<file path="src/rtl/bsg_link_upstream_credit_sched.sv">
// Round-robin scheduler of NUM_REQ requesters onto one upstream link word stream, credit-gated.
// Define BSG_LINK_SCHED_PRIO0_EN to give requester 0 strict priority over the round-robin rest.
module bsg_link_upstream_credit_sched #(
  parameter int unsigned NUM_REQ        = 2,
  parameter int unsigned WIDTH          = 64,
  parameter int unsigned CREDITS        = 16,
  parameter int unsigned TOKEN_DECIMATE = 8,
  localparam int unsigned IdW           = $clog2(NUM_REQ),
  localparam int unsigned CntW          = $clog2(CREDITS + 1)
) (
  input  logic                     clk,
  input  logic                     rst,
  input  logic [NUM_REQ-1:0]       req_valid_i,
  input  logic [NUM_REQ*WIDTH-1:0] req_data_i,
  output logic [NUM_REQ-1:0]       req_ready_o,
  output logic                     link_valid_o,
  output logic [WIDTH-1:0]         link_data_o,
  output logic [IdW-1:0]           link_id_o,
  input  logic                     link_ready_i,
  input  logic                     token_i,
  output logic [CntW-1:0]          credit_o,
  output logic                     err_o
);

  typedef enum logic {StEmpty, StFull} state_e;

  state_e            state_q, state_d;
  logic [WIDTH-1:0]  data_q, data_d;
  logic [IdW-1:0]    id_q, id_d;
  logic [IdW-1:0]    rr_q, rr_d;
  logic [CntW-1:0]   credit_q, credit_d;
  logic              err_q, err_d;

  logic              slot_free, grant_en, win_found, accept;
  logic [IdW-1:0]    win_idx;
  logic [CntW:0]     credit_sum;

  assign link_valid_o = (state_q == StFull);
  assign link_data_o  = data_q;
  assign link_id_o    = id_q;
  assign credit_o     = credit_q;
  assign err_o        = err_q;

  // A held word leaving this cycle frees the slot, giving one word per cycle.
  assign slot_free = (state_q == StEmpty) | (link_valid_o & link_ready_i);
  assign grant_en  = ~rst & slot_free & (credit_q != '0);
  assign accept    = grant_en & win_found;

`ifdef BSG_LINK_SCHED_PRIO0_EN
  logic [IdW-1:0] rr_base;
  // Pointer lives in 1..NUM_REQ-1; rebase so the search wraps over the non-zero requesters.
  assign rr_base = (rr_q == '0) ? '0 : rr_q - IdW'(1);

  always_comb begin
    win_found = 1'b0;
    win_idx   = '0;
    if (req_valid_i[0]) begin
      win_found = 1'b1;
    end else begin
      for (int k = 0; k < int'(NUM_REQ) - 1; k++) begin
        if (!win_found && req_valid_i[1 + (int'(rr_base) + k) % (int'(NUM_REQ) - 1)]) begin
          win_found = 1'b1;
          win_idx   = IdW'(1 + (int'(rr_base) + k) % (int'(NUM_REQ) - 1));
        end
      end
    end
  end
`else
  always_comb begin
    win_found = 1'b0;
    win_idx   = '0;
    for (int k = 0; k < int'(NUM_REQ); k++) begin
      if (!win_found && req_valid_i[(int'(rr_q) + k) % int'(NUM_REQ)]) begin
        win_found = 1'b1;
        win_idx   = IdW'((int'(rr_q) + k) % int'(NUM_REQ));
      end
    end
  end
`endif

  always_comb begin
    req_ready_o = '0;
    if (accept) req_ready_o[win_idx] = 1'b1;
  end

  always_comb begin
    state_d = state_q;
    data_d  = data_q;
    id_d    = id_q;
    rr_d    = rr_q;
    err_d   = err_q;

    case (state_q)
      StEmpty: if (accept) state_d = StFull;
      StFull:  if (link_ready_i && !accept) state_d = StEmpty;
      default: state_d = StEmpty;
    endcase

    if (accept) begin
      data_d = req_data_i[int'(win_idx)*int'(WIDTH) +: WIDTH];
      id_d   = win_idx;
`ifdef BSG_LINK_SCHED_PRIO0_EN
      if (win_idx != '0) begin
        rr_d = (win_idx == IdW'(NUM_REQ - 1)) ? IdW'(1) : win_idx + IdW'(1);
      end
`else
      rr_d = (win_idx == IdW'(NUM_REQ - 1)) ? '0 : win_idx + IdW'(1);
`endif
    end

    // Credit is taken at accept; one extra bit catches overflow from token returns.
    credit_sum = {1'b0, credit_q} - (CntW+1)'(accept)
               + (token_i ? (CntW+1)'(TOKEN_DECIMATE) : '0);
    if (credit_sum > (CntW+1)'(CREDITS)) begin
      credit_d = CntW'(CREDITS);
      err_d    = 1'b1;
    end else begin
      credit_d = credit_sum[CntW-1:0];
    end
  end

  always_ff @(posedge clk) begin
    if (rst) begin
      state_q  <= StEmpty;
      data_q   <= '0;
      id_q     <= '0;
      rr_q     <= '0;
      credit_q <= CntW'(CREDITS);
      err_q    <= 1'b0;
    end else begin
      state_q  <= state_d;
      data_q   <= data_d;
      id_q     <= id_d;
      rr_q     <= rr_d;
      credit_q <= credit_d;
      err_q    <= err_d;
    end
  end

endmodule

</file>
<file path="config.mk">
export PLATFORM = sky130hd
export DESIGN_NAME = bsg_link_upstream_credit_sched
export DESIGN_NICKNAME = d
export VERILOG_FILES = /design/src/rtl/bsg_link_upstream_credit_sched.sv
export SDC_FILE = /design/constraint.sdc
export NUM_CORES = 1
export LEC_CHECK = 0
export CAP_MARGIN = 20
export CORE_MARGIN = 3
export CORE_UTILIZATION = 35
export DETAILED_ROUTE_END_ITERATION = 8
export GPL_TIMING_DRIVEN = 1
export PLACE_DENSITY = 0.78
export SLEW_MARGIN = 0
export SYNTH_ARGS = -nofsm -noshare
export SYNTH_HDL_FRONTEND = slang
export SYNTH_SLANG_ARGS = --single-unit
</file>
<file path="constraint.sdc">
create_clock -name clk -period 2.8 [get_ports clk]
set_input_delay 0.56 -clock clk [delete_from_list [all_inputs] [get_ports clk]]
set_output_delay 0.56 -clock clk [all_outputs]
set_load 0.05 [all_outputs]
</file>
==> impl_metrics.env <==
export IMPL_worst_slew_pin_slew_ps=1100
export IMPL_hold_buffers=0
export IMPL_dr_max_layer_used="met4"
export IMPL_post_drt_via_cell_ratio=4.79
export IMPL_route_antenna_remaining_nets=0
export IMPL_powerDensity_nw_per_um2=762
export IMPL_setup_viol=0
export IMPL_synth_top_flop_cell="dfxtp_1"
export IMPL_synth_edf_count=0
export IMPL_post_cts_buffers=0
export IMPL_crit_type="flop to flop"
export IMPL_clock_skew_ps=6.95
export IMPL_pwr_share_comb=0.515
export IMPL_post_synth_cell_area_avg_um2=10.6
export IMPL_io_buffers=207
export IMPL_rows=36
export IMPL_wl_met2_mm=5.25
export IMPL_hold_viol_final=0
export IMPL_slew_viol_final=0
export IMPL_p_clk_frac=0.191
export IMPL_p_sw_uw=1930
export IMPL_cp_arrival_ps=2880
export IMPL_postSynthCellCount=344
export IMPL_fin_util=0.614
export IMPL_end_kind="flop"
export IMPL_die_h_um=108
export IMPL_ctsResizeCount=0
export IMPL_timing_fmax_ghz=0.368
export IMPL_cts_buffers=9
export IMPL_ys_seq_elements=73
export IMPL_firstDrtPassIters=4
export IMPL_wl_met1_mm=4.03
export IMPL_hp_start="link_data_o[62]"
export IMPL_wl_met3_um=928
export IMPL_drive_gt1_frac=0.186
export IMPL_grt_overflow=0
export IMPL_areaGrowthSynthToFinish_pct=67.9
export IMPL_reg2reg_depth=11
export IMPL_startpoint_type="flop"
export IMPL_wl_per_cell_um=15.1
export IMPL_cts_sinks=73
export IMPL_initial_utilization=0.366
export IMPL_worstSkewPairLatency_ps=330
export IMPL_p_total_uw=4650
export IMPL_antenna_found_initial=0
export IMPL_grt_pass1_vias=3161
export IMPL_irDropWorstVdd_mv=0.664
export IMPL_drc=0
export IMPL_async_flop_share=0
export IMPL_io_pins=208
export IMPL_fillers=838
export IMPL_leakagePower_uw=0.00246
export IMPL_hold_path_end="link_data_o[62]"
export IMPL_cp_data_required_time_ps=2960
export IMPL_rsz0062_at_grt="false"
export IMPL_ctsLongestPathBuffers=2
export IMPL_synth_warnings=0
export IMPL_ff2ff_setup_slack_ps=90
export IMPL_ctsRootBufferMaster="clkbuf_8"
export IMPL_die_area_um2=11700
export IMPL_gp_congestion=0.768
export IMPL_hpwl_mm=7.93
export IMPL_drtIter0Drc=99
export IMPL_dp_slack_ps=-218
export IMPL_grt_max_degree=130
export IMPL_yosysSeqAreaShare=0.402
export IMPL_grt_pass1_wl_mm=15.5
export IMPL_max_cap_violations=0
export IMPL_cts_tree="yes"
export IMPL_cp_max_fo=3
export IMPL_antennaDiodeCount=0
export IMPL_holdPathStages=2
export IMPL_clk_pin_slew_ps=80
export IMPL_fin_crit_ps=2710
export IMPL_seq_power_share=0.294
export IMPL_core_um2=9950
export IMPL_status="completed"
export IMPL_reg2reg_to="err_o"
export IMPL_fin_nets=683
export IMPL_finalCritPeriodShare=0.969
export IMPL_p_sw_frac=0.414
export IMPL_drt_total_wl_mm=10.3
export IMPL_syn_area_um2=3640
export IMPL_fin_ws_ps=85.9
export IMPL_die_width_um=108
export IMPL_syn_num_nets=485
export IMPL_max_slew_margin_rel=0.267
export IMPL_reg2reg_from="credit_o[3]"
export IMPL_htree_levels=3
export IMPL_netlist_cell_type_count=32
export IMPL_vias=3260
export IMPL_track_usage=0.166
export IMPL_hold_class="flop to flop"
export IMPL_intPower_uw=2730
[cell type report]
| class | count | area, um^2 | share of cell area |
|---|---|---|---|
| flip-flops and latches | 73 | 1470 | 0.241 |
| well taps | 133 | 166 | 0.0272 |
| clock buffers | 12 | 176 | 0.0289 |
| clock inverters | 4 | 47.5 | 0.00778 |
| repair buffers | 216 | 2180 | 0.357 |
| multi-input cells | 230 | 2020 | 0.330 |
| inverters | 12 | 47.5 | 0.00778 |
[layout by cell type, fill, tap and decap left out, drive strengths merged, types with 3 or more instances in the layout]
cell           netlist  final
mux2i               64     64
a211oi              65     65
nor2                68     68
dfxtp               73     73
xnor2                3      3
o21ai                4      4
clkbuf              12     12
buf                 17     12
clkdlybuf4s50        0    204
ha                   6      6
inv                 12     12
[cells in the mapped netlist, types with 2 or more instances]
library cell / number / area, um^2
nor4_1: 2 / 12.5
inv_1: 11 / 41.3
buf_6: 7 / 78.8
mux2i_1: 64 / 641
o21ba_2: 2 / 20.0
buf_2: 9 / 45.0
a211oi_1: 7 / 52.6
clkbuf_1: 12 / 45.0
xnor2_1: 3 / 26.3
dfxtp_1: 73 / 1460
and2_1: 2 / 12.5
o21ai_0: 3 / 15.0
a211oi_2: 58 / 726
nor2_1: 68 / 255
ha_1: 6 / 75.1
[power by group through the flow]
stage	Sequential, uW	Clock, uW	Combinational (uW)
after CTS	1370	925	2410
after global placement	1380	0	2340
after floorplan	2070	0	930
after global routing	1390	969	2530
after detailed placement	1390	0	2400
final	1370	889	2400
[flip-flops by register name, summed over array words and instances, names as in the netlist]
name	count
credit_o	5
link_id_o	1
rr_q	1
err_o	1
link_valid_o	1
link_data_o	64
[metrics by stage]
step / cells / cell area [um^2] / hold WS [ps] / TNS (ps)
after floorplan: 344 / 3700 / 469 / -78.5
after global placement: 664 / 5890 / 482 / -246
after detailed placement: 664 / 5890 / 496 / -893
after CTS: 680 / 6110 / 506 / 0
after global routing: 680 / 6110 / 517 / 0
final: 680 / 6110 / 502 / 0
[kinds of logic after synthesis]
logic type | Yosys count | share of synthesized area
multiplexers | 64 | 0.176
buffers and inverters | 41 | 0.0598
adder cells (fa/ha/maj) | 7 | 0.0261
AO/OA/AOI/OAI | 76 | 0.236
XOR/XNOR | 4 | 0.00963
AND/OR/NAND/NOR | 79 | 0.0911
flip-flops | 73 | 0.402
[worst max-delay path: stages, from the launching register on]
cell,delay [ps]
dfxtp_4,360
or4_1,540
o211ai_2,250
inv_4,60
ha_4,160
inv_2,50
ha_4,130
fa_2,460
nor3b_2,210
a2bb2oi_1,90
o21ai_1,130
a31oi_1,110
[worst max-delay path by stage]
stage                    from          end  slack [ps]
6_report          credit_o[3]        err_o          90
5_1_grt           credit_o[3]        err_o          30
3_3_place_gp   req_valid_i[1]  credit_o[4]        -130
2_1_floorplan     credit_o[3]  credit_o[2]         -40
4_1_cts           credit_o[3]        err_o         110
3_5_place_dp   req_valid_i[0]  credit_o[4]        -220
[per-layer routing]
layer	global-route usage	vias to the layer above
met2	0.304	128
li1	-	1627
met1	0.184	1499
met5	0	-
met3	0.0567	6
met4	0.0433	0
Note: power is estimated with default switching activity, not from simulation.
